[src/rtl/sound_event_queue.sv]
// Spaces game apple-eaten events into single eat pulses for the buzzer controller.
// A game-over event flushes the queue and raises game_over_o only after any beep in progress has finished.
module sound_event_queue #(
  parameter int unsigned DEPTH       = 4,
  parameter int unsigned EAT_HOLDOFF = 5_035_000,
  parameter int unsigned GO_HOLDOFF  = 12_587_500,
  localparam int unsigned CW         = $clog2(DEPTH) + 1
) (
  input  logic          clk,
  input  logic          rst_n,
  input  logic          apple_eaten_i,
  input  logic          game_over_i,
  output logic          eat_trigger_o,
  output logic          game_over_o,
  output logic [CW-1:0] queue_count_o,
  output logic          overflow_o,
  output logic          busy_o
);

  localparam int unsigned TW     = 32;
  localparam logic [TW-1:0] EAT_T = TW'(EAT_HOLDOFF);
  localparam logic [TW-1:0] GO_T  = TW'(GO_HOLDOFF);
  localparam logic [CW-1:0] FULL  = CW'(DEPTH);

  typedef enum logic [1:0] {
    S_IDLE,
    S_HOLD,
    S_GO_PEND,
    S_OVER
  } state_t;

  state_t        state_q, state_d;
  logic [TW-1:0] timer_q, timer_d;
  logic [CW-1:0] count_d;
  logic          apple_last, go_last;
  logic          eat_d, go_d, ovf_d, busy_d;
  logic          ap_edge, go_edge;
  logic          push, pop, flush;
  logic [TW-1:0] timer_dec;

  assign ap_edge   = apple_eaten_i & ~apple_last;
  assign go_edge   = game_over_i & ~go_last;
  assign timer_dec = (timer_q == '0) ? '0 : timer_q - TW'(1);

  // State, timer, event counter and all registered outputs
  always_ff @(posedge clk) begin
    if (!rst_n) begin
      state_q       <= S_HOLD;
      timer_q       <= EAT_T;
      queue_count_o <= '0;
      eat_trigger_o <= 1'b0;
      game_over_o   <= 1'b0;
      overflow_o    <= 1'b0;
      busy_o        <= 1'b0;
      apple_last    <= 1'b0;
      go_last       <= 1'b0;
    end else begin
      state_q       <= state_d;
      timer_q       <= timer_d;
      queue_count_o <= count_d;
      eat_trigger_o <= eat_d;
      game_over_o   <= go_d;
      overflow_o    <= ovf_d;
      busy_o        <= busy_d;
      apple_last    <= apple_eaten_i;
      go_last       <= game_over_i;
    end
  end

  // Next-state, timer and queue control
  always_comb begin
    state_d = state_q;
    timer_d = timer_q;
    count_d = queue_count_o;
    eat_d   = 1'b0;
    go_d    = game_over_o;
    ovf_d   = overflow_o;
    pop     = 1'b0;
    flush   = 1'b0;
    push    = ap_edge & ((state_q == S_IDLE) | (state_q == S_HOLD));

    case (state_q)
      S_IDLE: begin
        if (go_edge) begin
          flush   = 1'b1;
          go_d    = 1'b1;
          timer_d = GO_T;
          state_d = S_OVER;
        end else if (queue_count_o != '0) begin
          pop     = 1'b1;
          eat_d   = 1'b1;
          timer_d = EAT_T;
          state_d = S_HOLD;
        end
      end
      S_HOLD: begin
        timer_d = timer_dec;
        if (go_edge) begin
          flush   = 1'b1;
          state_d = S_GO_PEND;
        end else if (timer_q <= TW'(1)) begin
          state_d = S_IDLE;
        end
      end
      S_GO_PEND: begin
        if (!game_over_i) begin
          timer_d = timer_dec;
          state_d = S_HOLD;
        end else if (timer_q == '0) begin
          go_d    = 1'b1;
          timer_d = GO_T;
          state_d = S_OVER;
        end else begin
          timer_d = timer_dec;
        end
      end
      S_OVER: begin
        timer_d = timer_dec;
        if (!game_over_i) begin
          go_d    = 1'b0;
          state_d = S_HOLD;
        end
      end
      default: state_d = S_HOLD;
    endcase

    // A flush discards everything, including an apple edge in the same cycle
    if (flush) begin
      count_d = '0;
    end else if (push && pop) begin
      count_d = queue_count_o;
    end else if (push) begin
      if (queue_count_o == FULL) ovf_d = 1'b1;
      else                       count_d = queue_count_o + CW'(1);
    end else if (pop) begin
      count_d = queue_count_o - CW'(1);
    end

    busy_d = (state_d != S_IDLE);
  end

endmodule

[config.mk]
export PLATFORM = sky130hd
export DESIGN_NAME = sound_event_queue
export DESIGN_NICKNAME = d
export VERILOG_FILES = /design/src/rtl/sound_event_queue.sv
export SDC_FILE = /design/constraint.sdc
export NUM_CORES = 1
export LEC_CHECK = 0
export ABC_AREA = 0
export CORE_ASPECT_RATIO = 1.1
export CORE_MARGIN = 3
export CORE_UTILIZATION = 45
export CTS_CLUSTER_SIZE = 14
export DETAILED_ROUTE_END_ITERATION = 10
export SLEW_MARGIN = 20
export SYNTH_ARGS = -nofsm -noshare
export SYNTH_HDL_FRONTEND = slang
export SYNTH_SLANG_ARGS = --single-unit
[constraint.sdc]
create_clock -name clk -period 3.5 [get_ports clk]
set_input_delay 0.35 -clock clk [delete_from_list [all_inputs] [get_ports clk]]
set_output_delay 0.35 -clock clk [all_outputs]
set_load 0.01 [all_outputs]
==> impl_results.md <==
- Antenna viol nets, final: 0
- #FFs+latches synth: 43
- Max Clock Skew: 3.17 ps
- Wirelength per Cell: ~17 um
- Max-slew violation count: 0
- RSZ-0062 raised after global routing: false
- Max Root-Sink Buffers: 2
- Switching share of power: 44.7%
- Vias in the first global route: 2,309
- Non-filler instance count after layout: 416
- Starting Density: 47.6%
- Crit-path slowest cell: or4_1
- Hold path depth: 2
- DR pass1 iterations: 5
- CTS Root Cell: clkbuf_8
- DRT iter0 DRCs: 264
- CTS clk-pin slew, worst paths: 80 ps
- Setup slack after layout: 759 ps
- Hold crit path type: register to register
- Seq pwr share: around 34%
- Mean Syn Cell Area: 7.84 sq um
- First-pass GRT wire length: 11,700 um
- Final period util: slightly below 80%
- CTS tree: built
- Die Width: approximately 79 um
- Net switching power figure: 0.000996 W
- Type of the worst setup path: register to register
- Worst slack, placed: between 600 and 700 ps
- Dpl cells: 408
- Largest net degree at the start of global routing: 19
- PnR Total Power: 0.00223 W
- Unique cell type count in the Yosys netlist: 59
- Most used DFF post-synth: dfxtp_1
- Crit. End Element: register
- PostCTS Resize Cnt: 0
- Hold buffers post-CTS: 0
- Syn Inst Count: 334
- Slew @ Worst Pin: 831 ps
- Post-DP HPWL: about 4900 um
- Slowest stage delay, CP: 670 ps
- Crit-path cells: or4_1, nor3_4, and4_1, nor3_2, and3_1, a211o_1
- R2r setup slk: 760 ps
- Final setup viols: 0
- Via Count: 2,533
- WL final: 7100 um
- Inserted Clock Buffers: 5
- Combinational Power Share: 50.3%
- WP buf/inv: 0
- FMAX: between 0.3 and 0.4 GHz
- # IOs: 11
- Clk pwr share: 16.2%
- Fin nets: 352
- Post-synth EDFFs: 0
- Peak VDD IR: 0.444 mV
- Setup bufs post-CTS: 0
- DRC violations left: 0
- Crit Reg-Reg Startpoint: timer_q[20]
- Setup_tns: 0 ps
- CP Launch Type: register
- WP data arrival: 2940 ps
- Leak Pwr: 1.03 nW
- Initial antenna violation count: 0
- Fill cells: 537
- PwrDens: ~770 mW/mm^2
- Internal Power: 0.00123 W
- Final hold violations: 0
- Clock period minus worst slack: approximately 2700 ps
- Total die area: 0.00677 sq mm
- Depth of the CTS H-tree: 2
- Slew Limit Headroom: between 40% and 50%
- Vias per inst: 6.09
- Port Buffers: 10
- Die H: roughly 86 um
- Max_cap viols: 0
- Ys Warns: 0
- Overall Global Routing Usage: 22.0%
- Hold Path Sink: overflow_o
- CP max FO: 13
- Run status: completed
- CTS Sinks: 43
- Worst EP required: between 3000 and 4000 ps
- Layout cells sized above 1: under 10%
- Area grow syn2layout: 9.69%
- Async SR Flop Fraction: 0%
- Syn nets: about 350
- Netlist area before placement: around 0.0026 sq mm
- Hold_sp: overflow_o
- Core Rows: 28
- Antenna diodes: 0
- Sequential fraction of the synthesis area: 32.9%
- RR Endpoint: timer_q[10]
- Core area: 0.00550 sq mm
- Congestion Overflow GR: 0
- Clock latency on the worst-skew pair: 300 ps
- Worst Reg2Reg Path Length in Cells: 6
- Delay-heaviest family, CP: simple AND/OR/NAND/NOR gates
- Placer Congestion: 0.817
[sequential cells by signal, indices dropped and copies added (netlist names)]
register       count
queue_count_o      3
busy_o             1
apple_last         1
overflow_o         1
go_last            1
eat_trigger_o      1
timer_q           32
game_over_o        1
state_q            2
[stage by stage]
step / util, % / hold WS (ps) / area, sq um
global placement: 50.4 / 437 / 2770
finish: 52.3 / 466 / 2870
detailed placement: 50.4 / 449 / 2770
CTS: 52.3 / 470 / 2870
floorplan: - / 423 / 2620
global route: 52.3 / 518 / 2870
[cells in the final DEF (no fill, tap or decap), drive strengths merged, types with 3 or more instances in the layout]
| cell type | netlist | final |
|---|---|---|
| a211o | 5 | 5 |
| nor2 | 28 | 28 |
| a211oi | 3 | 3 |
| and4 | 3 | 3 |
| mux2i | 4 | 4 |
| nand4 | 6 | 6 |
| or3 | 14 | 14 |
| nand3 | 18 | 18 |
| a21oi | 30 | 30 |
| inv | 12 | 12 |
| nor4 | 11 | 11 |
| xnor2 | 3 | 3 |
| nor3 | 22 | 22 |
| nand2b | 3 | 3 |
| clkbuf | 10 | 8 |
| a31oi | 5 | 5 |
| ha | 7 | 7 |
| or4 | 6 | 6 |
| buf | 8 | 7 |
| and2 | 4 | 4 |
| a22oi | 3 | 3 |
| o21ai | 20 | 20 |
| dfxtp | 43 | 43 |
| clkdlybuf4s50 | 0 | 10 |
| or2 | 3 | 3 |
| o31ai | 3 | 3 |
| xor2 | 3 | 3 |
| nand2 | 22 | 22 |
| o22ai | 4 | 4 |
[logic make-up (layout without fill, tap and decap cells)]
kind of cell	count (synthesis)	count (layout)	share of synthesized area (%)
multiplexers	5	5	1.96
AND/OR/NAND/NOR	148	148	30.9
AO/OA/AOI/OAI	94	94	22.9
buffers and inverters	30	37	5.25
XOR/XNOR	6	6	2.01
flip-flops	43	43	32.9
adder cells (fa/ha/maj)	8	8	4.11
[worst register-to-register path: stages (launching register included)]
cell and delay, ps:
dfxtp_1 360, or4_1 670, nor3_4 400, and4_1 510, nor3_2 230, and3_1 220, a211o_1 260
[cell usage after synthesis (2+ instances only)]
cell	count	area share, %
xnor2_1	3	1.0
a22o_1	2	0.67
xor2_1	3	1.0
nor3_2	3	1.1
nand4_1	5	1.2
ha_1	7	3.3
nand3b_1	2	0.57
nand2_1	22	3.2
nor4_1	11	2.6
a221o_1	2	0.76
nor2_1	28	4.0
inv_1	12	1.7
or3_1	14	3.3
and3_1	2	0.48
o41ai_1	2	0.67
mux2i_1	4	1.5
buf_6	2	0.86
a211oi_1	3	0.86
o31ai_1	3	0.86
nand3_1	18	3.4
or4_1	6	1.7
a311oi_1	2	0.67
a21oi_1	30	5.7
buf_2	4	0.76
a31o_2	2	0.67
or2_2	2	0.48
and4_1	3	1.0
nor3_1	18	3.4
clkbuf_1	9	1.3
o22ai_1	4	0.95
a31oi_1	5	1.2
dfxtp_1	43	33
and2_1	4	0.95
a211o_1	5	1.7
nand2b_1	3	0.72
a21boi_0	2	0.57
o211ai_1	2	0.57
a22oi_1	3	0.86
o21ai_0	19	3.6
[routing by layer]
layer / part of all wire (%) / global-route usage (%)
met1: 45 / 27.4
met2: 46 / 37.2
met4: 2.3 / 9.70
met5: 0 / 0
met3: 6.0 / 3.68
[final cells by class]
| type | instances | area, sq um | area share [%] |
|---|---|---|---|
| Clock buffer | 8 | 100 | 3.48 |
| Timing Repair Buffer | 17 | 153 | 5.31 |
| Tap cell | 75 | 93.8 | 3.27 |
| Inverter | 12 | 45.0 | 1.57 |
| Sequential cell | 43 | 861 | 30.0 |
| Multi-Input combinational cell | 261 | 1620 | 56.4 |
[power groups by stage]
stage                     Combinational [W]  Sequential (W)  Clock [W]
after CTS                           0.00111        0.000742   0.000366
final                               0.00112        0.000746   0.000361
after global routing                0.00126        0.000766   0.000383
after floorplan                    0.000855        0.000714          0
after detailed placement            0.00110        0.000752          0
after global placement              0.00110        0.000749          0
[worst max-delay path by stage]
stage / cells past startpoint / endpoint / start
6_report: 6 / timer_q[10] / timer_q[20]
5_1_grt: 10 / queue_count_o[2] / state_q[1]
4_1_cts: 10 / queue_count_o[2] / state_q[1]
3_5_place_dp: 8 / queue_count_o[2] / apple_eaten_i
3_3_place_gp: 8 / queue_count_o[2] / apple_eaten_i
2_1_floorplan: 11 / queue_count_o[2] / state_q[0]
(Power assumes the default switching activity.)
